### config.mk
export PLATFORM = sky130hd
export DESIGN_NAME = pipe_stage_elastic
export DESIGN_NICKNAME = d
export VERILOG_FILES = /design/src/rtl/pipe_pkg.sv /design/src/rtl/sat_counter.sv /design/src/rtl/pipe_stage_elastic.sv
export SDC_FILE = /design/constraint.sdc
export NUM_CORES = 1
export LEC_CHECK = 0
export BUFFER_PORTS_ARGS = -buffer_cell sky130_fd_sc_hd__buf_2
export CORE_UTILIZATION = 49
export DETAILED_ROUTE_END_ITERATION = 7
export PLACE_DENSITY = 0.76
export SKIP_CTS_REPAIR_TIMING = 1
export SLEW_MARGIN = 20
export SYNTH_ARGS = -nofsm -noshare
export SYNTH_HDL_FRONTEND = slang
export SYNTH_SLANG_ARGS = --single-unit
### constraint.sdc
create_clock -name Clock -period 1.7 [get_ports Clock]
set_input_delay 0.085 -clock Clock [delete_from_list [all_inputs] [get_ports Clock]]
set_output_delay 0.085 -clock Clock [all_outputs]
set_load 0.02 [all_outputs]
### src/rtl/pipe_pkg.sv
// Shared definitions for the elastic pipeline-boundary registers: occupancy
// encoding, per-boundary bundle widths and EX/MEM field offsets.
package pipe_pkg;

  typedef enum logic [1:0] {
    ST_EMPTY = 2'd0,
    ST_ONE   = 2'd1,
    ST_FULL  = 2'd2
  } occ_state_t;

  // Per-boundary bundle widths
  localparam int IFID_CTRL_W  = 1;
  localparam int IFID_DATA_W  = 64;
  localparam int IDEX_CTRL_W  = 16;
  localparam int IDEX_DATA_W  = 170;
  localparam int EXMEM_CTRL_W = 8;
  localparam int EXMEM_DATA_W = 133;
  localparam int MEMWB_CTRL_W = 4;
  localparam int MEMWB_DATA_W = 101;

  // EX/MEM control field offsets and widths (bit 7 is spare)
  localparam int EXMEM_MEMREAD_OFS  = 0;
  localparam int EXMEM_MEMWRITE_OFS = 1;
  localparam int EXMEM_REGWRITE_OFS = 2;
  localparam int EXMEM_BYTESEL_OFS  = 3;
  localparam int EXMEM_BYTESEL_W    = 2;
  localparam int EXMEM_MEMTOREG_OFS = 5;
  localparam int EXMEM_L16B_OFS     = 6;

  // EX/MEM data field offsets and widths
  localparam int EXMEM_ALURESULT_OFS   = 0;
  localparam int EXMEM_ALURESULT_W     = 32;
  localparam int EXMEM_INSTRUCTION_OFS = 32;
  localparam int EXMEM_INSTRUCTION_W   = 32;
  localparam int EXMEM_PC_OFS          = 64;
  localparam int EXMEM_PC_W            = 32;
  localparam int EXMEM_WRITEDATA_OFS   = 96;
  localparam int EXMEM_WRITEDATA_W     = 32;
  localparam int EXMEM_REGDEST_OFS     = 128;
  localparam int EXMEM_REGDEST_W       = 5;

  function automatic logic [1:0] occ_count(input occ_state_t s);
    return logic'(1'b0) ? 2'd0 : 2'(s);
  endfunction

endpackage

### src/rtl/sat_counter.sv
// Up-counter that sticks at all-ones instead of wrapping; synchronous
// active-low clear.
module sat_counter #(
  parameter int CNT_W = 16
) (
  input  logic             Clock,
  input  logic             Reset,
  input  logic             Enable,
  output logic [CNT_W-1:0] Count
);

  logic [CNT_W-1:0] count_reg = '0;
  logic [CNT_W-1:0] count_next;

  always_comb begin
    count_next = count_reg;
    if (Enable && (count_reg != {CNT_W{1'b1}})) begin
      count_next = count_reg + 1'b1;
    end
  end

  always_ff @(posedge Clock) begin
    if (!Reset) begin
      count_reg <= '0;
    end else begin
      count_reg <= count_next;
    end
  end

  assign Count = count_reg;

endmodule

### src/rtl/pipe_stage_elastic.sv
// Elastic pipeline-boundary register: 2-entry skid buffer with registered
// In_Ready, flush, and a downstream-starvation counter.
module pipe_stage_elastic
  import pipe_pkg::*;
#(
  parameter int CTRL_W = 8,
  parameter int DATA_W = 133,
  parameter int CNT_W  = 16
) (
  input  logic              Clock,
  input  logic              Reset,
  input  logic              Flush,
  input  logic              In_Valid,
  output logic              In_Ready,
  input  logic [CTRL_W-1:0] In_Ctrl,
  input  logic [DATA_W-1:0] In_Data,
  output logic              Out_Valid,
  input  logic              Out_Ready,
  output logic [CTRL_W-1:0] Out_Ctrl,
  output logic [DATA_W-1:0] Out_Data,
  output logic [1:0]        Occupancy,
  output logic [CNT_W-1:0]  Bubble_Count
);

  // Declaration initialisers give the same power-up image as reset
  occ_state_t        state_reg     = ST_EMPTY;
  occ_state_t        state_next;
  logic              in_ready_reg  = 1'b0;
  logic              in_ready_next;
  logic              out_valid_reg = 1'b0;
  logic              out_valid_next;
  logic [CTRL_W-1:0] main_ctrl_reg = '0;
  logic [CTRL_W-1:0] main_ctrl_next;
  logic [DATA_W-1:0] main_data_reg = '0;
  logic [DATA_W-1:0] main_data_next;
  logic [CTRL_W-1:0] skid_ctrl_reg = '0;
  logic [CTRL_W-1:0] skid_ctrl_next;
  logic [DATA_W-1:0] skid_data_reg = '0;
  logic [DATA_W-1:0] skid_data_next;

  logic push;
  logic pop;

  assign push = In_Valid & in_ready_reg;
  assign pop  = out_valid_reg & Out_Ready;

  always_comb begin
    state_next     = state_reg;
    main_ctrl_next = main_ctrl_reg;
    main_data_next = main_data_reg;
    skid_ctrl_next = skid_ctrl_reg;
    skid_data_next = skid_data_reg;

    case (state_reg)
      ST_EMPTY: begin
        if (push) begin
          state_next     = ST_ONE;
          main_ctrl_next = In_Ctrl;
          main_data_next = In_Data;
        end
      end
      ST_ONE: begin
        if (push && pop) begin
          main_ctrl_next = In_Ctrl;
          main_data_next = In_Data;
        end else if (push) begin
          state_next     = ST_FULL;
          skid_ctrl_next = In_Ctrl;
          skid_data_next = In_Data;
        end else if (pop) begin
          // Head data is left in place so Out_Data holds its last value
          state_next     = ST_EMPTY;
          main_ctrl_next = '0;
        end
      end
      ST_FULL: begin
        if (pop) begin
          state_next     = ST_ONE;
          main_ctrl_next = skid_ctrl_reg;
          main_data_next = skid_data_reg;
          skid_ctrl_next = '0;
        end
      end
      default: begin
        state_next     = ST_EMPTY;
        main_ctrl_next = '0;
        main_data_next = '0;
        skid_ctrl_next = '0;
        skid_data_next = '0;
      end
    endcase

    // Flush overrides whatever the handshake decided this cycle
    if (Flush) begin
      state_next     = ST_EMPTY;
      main_ctrl_next = '0;
      main_data_next = '0;
      skid_ctrl_next = '0;
      skid_data_next = '0;
    end

    in_ready_next  = (state_next != ST_FULL);
    out_valid_next = (state_next != ST_EMPTY);
  end

  always_ff @(posedge Clock) begin
    if (!Reset) begin
      state_reg     <= ST_EMPTY;
      in_ready_reg  <= 1'b0;
      out_valid_reg <= 1'b0;
      main_ctrl_reg <= '0;
      main_data_reg <= '0;
      skid_ctrl_reg <= '0;
      skid_data_reg <= '0;
    end else begin
      state_reg     <= state_next;
      in_ready_reg  <= in_ready_next;
      out_valid_reg <= out_valid_next;
      main_ctrl_reg <= main_ctrl_next;
      main_data_reg <= main_data_next;
      skid_ctrl_reg <= skid_ctrl_next;
      skid_data_reg <= skid_data_next;
    end
  end

  // Per-bit mask so an idle boundary always presents a NOP control word
  generate
    for (genvar gi = 0; gi < CTRL_W; gi++) begin : g_ctrl_mask
      assign Out_Ctrl[gi] = main_ctrl_reg[gi] & out_valid_reg;
    end
  endgenerate

  assign In_Ready  = in_ready_reg;
  assign Out_Valid = out_valid_reg;
  assign Out_Data  = main_data_reg;
  assign Occupancy = occ_count(state_reg);

  sat_counter #(
    .CNT_W (CNT_W)
  ) u_bubble_cnt (
    .Clock  (Clock),
    .Reset  (Reset),
    .Enable (Out_Ready & ~out_valid_reg),
    .Count  (Bubble_Count)
  );

endmodule

==> impl_results.md, run 1 <==
- Synthesized Nets: about 2000
- Clock Latency Late Sink: roughly 520 ps
- CTS root buf: clkbuf_16
- Area contributors post-synth: dfxtp_1 (43%), a21oi_1 (10%), nor3_1 (9.6%)
- Min Tclk post-route: around 1800 ps
- Post-synthesis average cell area: around 7.5 um2
- CP arrival: roughly 2200 ps
- Final Hold Fails: 0
- Initial antenna violation count: 3
- Final Cycle Share: 105%
- Die area: between 0.02 and 0.03 mm2
- Area leader, netlist: dfxtp_1
- Setup Crit Path Kind: flip-flop to flip-flop
- Design area: about 0.019 mm2
- Synthesized area: between 0.01 and 0.015 mm2
- Nets: 2372
- Status: complete, but fails checks
- Logic gate share of total power: between 10% and 20%
- Synth cell types: 50
- Worst Path Max Fanout: 7
- Int Power: 12.5 mW
- CP Launch Type: flip-flop
- Largest net degree at the start of global routing: 117
- Std-Cell Rows: roughly 60
- Syn. warnings: 0
- Number of synthesized flops with an enable pin: 0
- H-tree levels: 2
- Post-Syn Instances: about 1900
- Final global-route overflow total: 0
- CP max stage delay: 460 ps
- Share of cells above drive strength 1: 21.3%
- # IOs: a little over 300
- Drt drc: 0
- Critical-path cell list: nand3_1 -> or3_4 -> or4_1 -> a21oi_1
- Non-Filler Instances: approximately 2600
- Buf/Inv on CP: 0
- Synth async-reset ratio: 0%
- Pwr dens: roughly 890 mW/mm2
- Max-slew violations: 0
- Crit-path slowest cell: or4_1
- Worst min path class: input pin to flip-flop
- Clock Sinks: between 300 and 400
- #FFs+latches synth: a little over 300
- Die height: about 170 um
- CTS tree: built
- Routed WL per cell: ~19 um
- Global Route Usage Sum: around 28%
- 1st-iter DRT viols: 2114
- Initial core utilization: roughly 50%
- Violated checks: setup timing
- Post-synthesis sequential area ratio: 43.2%
- Crit end category: flip-flop
- Slew Limit Headroom: ~66%
- Pleak: about 7.4 nW
- Setup TNS: -82.1 ps
- Switching Fraction: about a quarter
- VDD IR max: 0.720 mV
- Dpl cell area: 0.0161 mm2
- ANT nets after route: 0
- First-pass GRT wire length: ~70 mm
- Clock Skew: between 20 and 25 ps
- Hpwl dp: between 20 and 30 mm
- Number of CTS-inserted buffers: 34
- Sequential share of power: approximately 43%
- Data required, critical path: between 2000 and 2500 ps
- Clock power frac: 43.7%
- Inst Count DP: 2407
- Fmax: roughly 560 MHz
- Core area: roughly 0.028 mm2
- Share of Yosys cell area claimed by the top area cell type: 43.2%
- CTS clock-pin slew for the worst setup and hold paths: ~60 ps
- Slew at the pin with the worst max-slew slack: approximately 500 ps
- Routed WL: 49.3 mm
- Post-synthesis to final-layout area growth: 35.6%
- Top_reg_cell synth: dfxtp_1
- Vias in the first global route: roughly 13000
- Vias: between 15000 and 20000
- Placer Congestion: 0.877
- Post-DR vias/cell: ~6.1
- Die W: between 150 and 200 um
- PortBufs: slightly above 300
- Maxcap violations: 0
- Final worst slack: -80.9 ps
- CTS Buffer Depth: 3
- Crit path max-delay family: simple AND/OR/NAND/NOR gates
- DRT Pass-1 Iters: 8
- Endpoints failing setup: 2
- Pre-CTS WS: between 10 and 15 ps
- Sw power: about 4.3 mW
==> power by group through the flow <==
stage                     clock (mW)  sequential [mW]  combinational (mW)
after CTS                       7.44             7.28                1.82
final                           7.37             7.29                2.21
after global placement             0             7.44                1.79
after detailed placement           0             7.44                1.82
after floorplan                    0             7.58               0.942
after global routing            7.71             7.30                2.36
==> cell type report <==
class | count | area (um2)
clock inverter | 9 | 109
multi-input combinational | 1220 | 6670
clock buffer | 49 | 998
tap | 378 | 473
timing repair buffer | 530 | 4150
antenna | 3 | 7.51
inverter | 137 | 517
sequential | 302 | 6070
fill | 2212 | 8950
==> worst reg2reg max path, cell delays in order (launching register included) <==
cell and delay, ps:
dfxtp_2 410, nand3_1 140, or3_4 430, or4_1 460
a21oi_1 250
==> through the flow <==
stage	hold WS (ps)	power, mW	util, %
final	55.4	16.9	68.0
after floorplan	209	8.53	-
after CTS	-210	16.5	61.8
after detailed placement	314	9.26	57.8
after global routing	91.8	17.4	68.0
after global placement	314	9.23	57.8
==> synth_stat cells (2+ instances only) <==
cell type / instances
dfxtp_1: 302
a21oi_1: 285
nor3_1: 268
o21ai_0: 150
nand2_1: 144
nand4_1: 136
inv_1: 135
o22ai_1: 133
clkbuf_1: 127
buf_2: 61
buf_1: 28
and2_1: 10
nand4b_1: 9
a22oi_1: 8
nor2_1: 8
o2bb2ai_1: 8
nand3_1: 6
or3_1: 6
nand2b_1: 5
mux2i_1: 4
a21o_1: 3
nor4_1: 3
o21a_1: 3
o31ai_1: 3
a21bo_2: 2
a31oi_1: 2
clkinv_1: 2
nor2b_1: 2
o211ai_1: 2
or4_1: 2
==> per-layer routing <==
layer / GRT usage (%) / share of wire (%)
met1: 36.3 / 39
met2: 47.2 / 48
met3: 5.83 / 9.1
met4: 10.2 / 3.1
met5: 0 / 0
==> cells in the final DEF, fill, tap and decap left out, drive strengths merged, types with 3 or more instances in the layout <==
cell and n:
a21o 3, a21oi 286, a22oi 8, and2 10
buf 382, clkbuf 54, clkinv 6, dfxtp 302
diode 3, dlygate4sd3 143, inv 138, mux2i 4
nand2 144, nand2b 5, nand3 6, nand4 138
nand4b 9, nor2 8, nor3 268, nor4 5
o21a 3, o21ai 150, o22ai 133, o2bb2ai 8
o31ai 3, or3 7, or4 3
==> kinds of logic (layout without fill, tap and decap cells) <==
kind of cell	after synthesis	in the layout	synth area share, %
DFF	302	302	43.2
buffers and inverters	355	725	10.1
muxes	4	4	0.286
other	0	3	0
and+or+nand+nor	607	607	22.5
adders and majority gates	1	1	0.0893
AOI/OAI and AO/OA	608	608	23.8
==> path summary, 6_finish.rpt <==
| check | to | slack (ps) | start | cells past startpoint |
|---|---|---|---|---|
| min | Out_Valid | 60 | In_Valid | 4 |
| max reg2reg | u_bubble_cnt.Count[9] | -80 | u_bubble_cnt.Count[3] | 4 |
| min reg2reg | main_ctrl_reg[7] | 450 | main_ctrl_reg[7] | 1 |
| max | u_bubble_cnt.Count[9] | -80 | u_bubble_cnt.Count[3] | 4 |
No activity file was read; power rests on OpenSTA's default activity.
==> run 2, diff against run 1 <==
CORE_MARGIN = 2   (was unset)
CTS_CLUSTER_SIZE = 40   (was unset)
==> run 2 against run 1 <==
  * The flow still finishes with violations (setup timing)
  * Setup slack worse by 7.5 ps
  * Critical path depth up 2
  * Clock-buffer cell count down 6
  * Wire length down 1.4%
  * Total power down 1.1%
  * Sequential share of layout area up 0.27 points
  * Hold slack worse by 39 ps
  * Maximum frequency down 0.42%
  * Sequential cell count unchanged
  * Clock power down 2%
  * Combinational power down 2%
  * Clock skew down 14 ps
  * Critical endpoint is now Out_Data[62]
  * Highest routed layer unchanged
==> impl_results.md, run 2 (synthesis results as in run 1) <==
- Maxcap violations: 0 (unchanged)
- Int Power: 12.4 mW (-0.60%)
- Setup Crit Path Kind: flip-flop to flip-flop
- Violated checks: setup timing
- CP arrival: 2250 ps (+60 ps)
- Fmax: 559 MHz (-0.42%)
- Pwr dens: 886 mW/mm2 (-0.24%)
- Pleak: 7.35 nW (-0.88%)
- Sw power: 4.23 mW (-2.6%)
- Final Cycle Share: 105% (+0.44 points)
- Total power: 16.7 mW (-1.1%)
- Final global-route overflow total: 0 (unchanged)
- Initial antenna violation count: 1 (-2)
- Pre-CTS WS: -12.2 ps (-26.0 ps)
- Final Util: 67.4% (-0.59 points)
- Global Route Usage Sum: 27.8% (-0.60 points)
- Inst Count DP: 2404 (-0.12%)
- Clock Latency Late Sink: 550 ps (+30 ps)
- CTS tree: built
- H-tree levels: 1 (-1)
- Data required, critical path: 2160 ps (+50 ps)
- Post-synthesis to final-layout area growth: 34.4%
- First-pass GRT wire length: 70.8 mm (+3.3%)
- Clock power frac: 43.3% (-0.4 points)
- Non-Filler Instances: 2618 (-0.38%)
- Die W: 173 um (+1.2%)
- Die height: 173 um (+1.2%)
- Worst Path Max Fanout: 38 (+31)
- Setup TNS: -130 ps (-47.9 ps)
- Core area: 0.0279 mm2 (unchanged)
- # IOs: 307 (unchanged)
- Clock Sinks: 302 (unchanged)
- Slew Limit Headroom: 51.2% (-15 points)
- Routed WL: 48.6 mm (-1.4%)
- Min Tclk post-route: 1790 ps (+7.47 ps)
- Final worst slack: -88.4 ps (-7.47 ps)
- Dpl cell area: 0.0161 mm2 (-0.45%)
- Sequential share of power: 43.7% (+0.5 points)
- CTS clock-pin slew for the worst setup and hold paths: 60 ps (about the same)
- Drt drc: 0 (unchanged)
- Largest net degree at the start of global routing: 167 (+43%)
- Switching Fraction: 25.4% (-0.38 points)
- Hpwl dp: 26.8 mm (+3.0%)
- Vias: 16000 (-0.14%)
- Initial core utilization: 50.1% (unchanged)
- DRT Pass-1 Iters: 6 (-2)
- Commonest non-fill, non-tap cell in the layout: buf_2
- HP Start: In_Valid
- Slew at the pin with the worst max-slew slack: 732 ps (+230 ps)
- Max-slew violations: 0 (unchanged)
- CTS Buffer Depth: 3 (unchanged)
- Status: complete, but fails checks
- Worst min path class: input pin to flip-flop
- PortBufs: 306 (unchanged)
- Design area: 0.0188 mm2 (-0.86%)
- Routed WL per cell: 18.6 um (-1.0%)
- 1st-iter DRT viols: 1982 (-6.2%)
- Die area: 0.0299 mm2 (+2.4%)
- Vias in the first global route: 13600 (+2.4%)
- ANT nets after route: 0 (unchanged)
- Unrepaired setup endpoints after global routing: true
- Post-DR vias/cell: 6.10 (+0.24%)
- VDD IR max: 0.853 mV (+18%)
- Hold WS: 16.6 ps (-38.8 ps)
- Final Hold Fails: 0 (unchanged)
- Most frequent cells in the layout: buf_2 (306), dfxtp_1 (292), a21oi_1 (284)
- Placer Congestion: 0.863 (-1.6%)
- CTS root buf: clkbuf_16
- Std-Cell Rows: 61 (unchanged)
- RR Startpoint: Occupancy[0]
- Number of CTS-inserted buffers: 31 (-8.8%)
- Clock Skew: 8.52 ps (-13.7 ps)
- Nets: 2365 (-0.30%)
- Logic gate share of total power: 13.0% (about the same)
- Crit end category: flip-flop
- Endpoints failing setup: 2 (unchanged)
- Share of cells above drive strength 1: 20.9% (-0.37 points)
- CP Launch Type: flip-flop
- Reg2Reg Setup Slack: -90 ps (about the same)
- Critical Path Source: Occupancy[0]
==> run 2: power by group through the flow <==
| stage | logic, mW | registers, mW | clock network [mW] |
|---|---|---|---|
| global placement | 1.77 | 7.44 | 0 |
| finish | 2.17 | 7.29 | 7.21 |
| CTS | 1.80 | 7.28 | 7.28 |
| floorplan | 0.942 | 7.58 | 0 |
| detailed placement | 1.80 | 7.44 | 0 |
| global route | 2.33 | 7.30 | 7.59 |
==> run 2: layer usage <==
metal	up-vias	global-route usage [%]	share of wire [%]
met5	-	0	0
met4	0	10.9	3.7
met3	166	6.22	9.0
met2	924	44.6	46
met1	7456	36.5	41
li1	7422	-	-
==> run 2: area by class of cell <==
cell class,count,area [um2]
Multi-Input combinational cell,1220,6630
Inverter,137,517
Tap cell,378,473
Antenna cell,1,2.50
Fill cell,2245,9110
Sequential cell,302,6070
Timing Repair Buffer,526,4060
Clock inverter,11,159
Clock buffer,43,921
==> run 2: worst paths after layout <==
path	depth (start not counted)	to
max	6	Out_Data[62]
min	4	Out_Valid
max reg2reg	6	Out_Data[62]
min reg2reg	1	main_ctrl_reg[0]
==> run 2: critical path, cell delays in order, from the launching register on <==
cell and delay [ps]:
dfxtp_4 390, a21bo_2 270, a21oi_4 180, buf_12 130, buf_6 340, nor3_1 170
nor3_1 210
==> run 3, diff against run 2 <==
BUFFER_PORTS_ARGS = -buffer_cell sky130_fd_sc_hd__buf_4   (was -buffer_cell sky130_fd_sc_hd__buf_2)
==> run 3 against run 2 <==
  * The flow now finishes without violations
  * Clock power rose by 5.8%
  * Die area did not move
  * Critical path depth fell by 1
  * Critical endpoint is now u_bubble_cnt.Count[12]
==> impl_results.md, run 3 (synthesis results as in run 1) <==
- Status: finished, final reports clean
- Clock Latency Late Sink: 510 ps (-40 ps)
- Pleak: 7.48 nW (+1.8%)
- Maxcap violations: 0 (unchanged)
- Critical Path Source: u_bubble_cnt.Count[0]
- Nets: 2365 (unchanged)
- Routed WL: 48.8 mm (+0.45%)
- VDD IR max: 0.652 mV (-24%)
- Initial core utilization: 50.1% (unchanged)
- Design area: 0.0197 mm2 (+4.4%)
- Critical Path Stages: 5 (-1)
- Slew Limit Headroom: 61.4% (+10 points)
- Reg2reg path depth: 5 (-1)
- Post-DR vias/cell: 6.06 (-0.58%)
- Unrepaired setup endpoints after global routing: true
- Worst R2R End: u_bubble_cnt.Count[12]
- Worst min path class: input pin to flip-flop
- Crit end category: flip-flop
- Sw power: 4.32 mW (+2.0%)
- Die W: 173 um (unchanged)
- Sequential share of power: 42.3% (-1.4 points)
- Crit path max-delay family: simple AND/OR/NAND/NOR gates
- Crit-path slowest cell: or4_4
- Initial antenna violation count: 2 (+1)
- Endpoints failing setup: 0 (-2)
- CTS clock-pin slew for the worst setup and hold paths: 60 ps (about the same)
- CP max stage delay: 490 ps (+100 ps)
- Commonest non-fill, non-tap cell in the layout: buf_4
- Slew at the pin with the worst max-slew slack: 577 ps (-156 ps)
- Dpl cell area: 0.0169 mm2 (+5.0%)
- Clock Sinks: 302 (unchanged)
- CTS root buf: clkbuf_16
- Number of CTS-inserted buffers: 34 (+9.7%)
- Hold Path Depth: 4 (unchanged)
- Switching Fraction: 25.0% (-0.36 points)
- Reg2Reg Setup Slack: 40 ps (+130 ps)
- Final Hold Fails: 0 (unchanged)
- # IOs: 307 (unchanged)
- Most frequent cells in the layout: buf_4 (341), dfxtp_1 (294), a21oi_1 (282)
- Share of cells above drive strength 1: 20.8% (-0.11 points)
- Vias: 15900 (-0.46%)
- Total power: 17.3 mW (+3.4%)
- CP Launch Type: flip-flop
- ANT nets after route: 0 (unchanged)
- Buf/Inv on CP: 0 (-2)
- Die height: 173 um (unchanged)
- First-pass GRT wire length: 72.2 mm (+1.9%)
- Worst Path Max Fanout: 2 (-95%)
- CTS Buffer Depth: 3 (unchanged)
- Final Util: 70.4% (+3.0 points)
- Worst setup path endpoint: u_bubble_cnt.Count[12]
- CP arrival: 2100 ps (-150 ps)
- Logic gate share of total power: 13.5% (+0.5 points)
- Fmax: 603 MHz (+7.8%)
- Die area: 0.0299 mm2 (unchanged)
- RR Startpoint: u_bubble_cnt.Count[0]
- Hpwl dp: 26.5 mm (-1.2%)
- DRT Pass-1 Iters: 5 (-1)
- Max-slew violations: 0 (unchanged)
- Largest net degree at the start of global routing: 135 (-19%)
- CTS tree: built
- Final Cycle Share: 97.6% (-7.6 points)
- Critical-path cell list: ha_4 -> nand4_4 -> or4_4 -> or3_1 -> a21oi_1
- Post-synthesis to final-layout area growth: 40.4%
- H-tree levels: 2 (+1)
- Drt drc: 0 (unchanged)
- Setup TNS: 0 ps (+130 ps)
- Fillcell total: 2212 (-1.5%)
- Int Power: 12.9 mW (+3.9%)
- Routed WL per cell: 18.6 um (+0.34%)
- Clock Skew: 18.7 ps (+10.2 ps)
- Vias in the first global route: 14000 (+3.3%)
- Data required, critical path: 2140 ps (-20 ps)
- Core area: 0.0279 mm2 (unchanged)
- Std-Cell Rows: 61 (unchanged)
- Clock power frac: 44.2% (+0.9 points)
- 1st-iter DRT viols: 1844 (-7.0%)
- Setup Crit Path Kind: flip-flop to flip-flop
- Hold WS: 47.9 ps (+31.3 ps)
- Final global-route overflow total: 0 (unchanged)
- Global Route Usage Sum: 28.4% (+0.59 points)
- PortBufs: 306 (unchanged)
- Min Tclk post-route: 1660 ps (-129 ps)
- Placer Congestion: 0.832 (-3.6%)
- Pwr dens: 877 mW/mm2 (-0.95%)
run 3: changes by cell type in the layout (fill, tap and decap cells not counted), moves of 2 or more:
| cell | before | now |
|---|---|---|
| clkbuf_8 | 10 | 7 |
| a21oi_1 | 284 | 282 |
| buf_2 | 306 | 0 |
| buf_4 | 34 | 341 |
| clkinvlp_4 | 0 | 2 |
| clkbuf_16 | 34 | 38 |
| buf_12 | 30 | 34 |
| clkbuf_1 | 2 | 5 |
| dfxtp_1 | 292 | 294 |
| a21oi_2 | 0 | 2 |
| buf_6 | 7 | 0 |
| dfxtp_2 | 6 | 3 |
run 3: power groups by stage:
| stage | registers [mW] | clock network, mW | logic, mW |
|---|---|---|---|
| floorplan | 7.58 | 0 | 0.942 |
| global placement | 7.45 | 0 | 1.94 |
| detailed placement | 7.45 | 0 | 1.96 |
| CTS | 7.29 | 7.72 | 1.97 |
| global route | 7.31 | 7.99 | 2.49 |
| finish | 7.30 | 7.63 | 2.32 |
run 3: stage by stage:
stage,cells,setup WS (ps)
after floorplan,1877,-65.8
after global placement,2404,27.5
after detailed placement,2404,33.8
after CTS,2463,-52.9
after global routing,2621,-41.7
final,2621,40.9
run 3: metal layers:
| layer | routed length, um | share of wire, % | vias up | track usage (%) |
|---|---|---|---|---|
| li1 | - | - | 7424 | - |
| met1 | 20100 | 41 | 7547 | 36.3 |
| met2 | 23300 | 48 | 801 | 46.8 |
| met3 | 3920 | 8.0 | 122 | 6.44 |
| met4 | 1530 | 3.1 | 0 | 10.8 |
| met5 | 0 | 0 | - | 0 |
run 3: tightest hold or removal path: cells and delay by family:
kind	cells	cell delay (ps)
AO/OA/AOI/OAI	2	180
AND/OR/NAND/NOR	1	130
buffers and inverters	1	120
run 3: worst min-delay path by stage:
stage	startpoint	end	slack (ps)
floorplan	Flush	In_Ready	210
global placement	Flush	In_Ready	310
detailed placement	Flush	In_Ready	310
CTS	Flush	In_Ready	-210
global route	In_Valid	Out_Valid	90
finish	In_Valid	Out_Valid	50
run 3: cell type report:
cell class / instances / area (um2) / area share [%]
Multi-Input combinational cell: 1220 / 6630 / 33.7
Timing Repair Buffer: 523 / 4800 / 24.4
Tap cell: 378 / 473 / 2.41
Clock buffer: 47 / 991 / 5.04
Clock inverter: 12 / 169 / 0.859
Sequential cell: 302 / 6070 / 30.9
Inverter: 137 / 517 / 2.63
Antenna cell: 2 / 5.00 / 0.0255
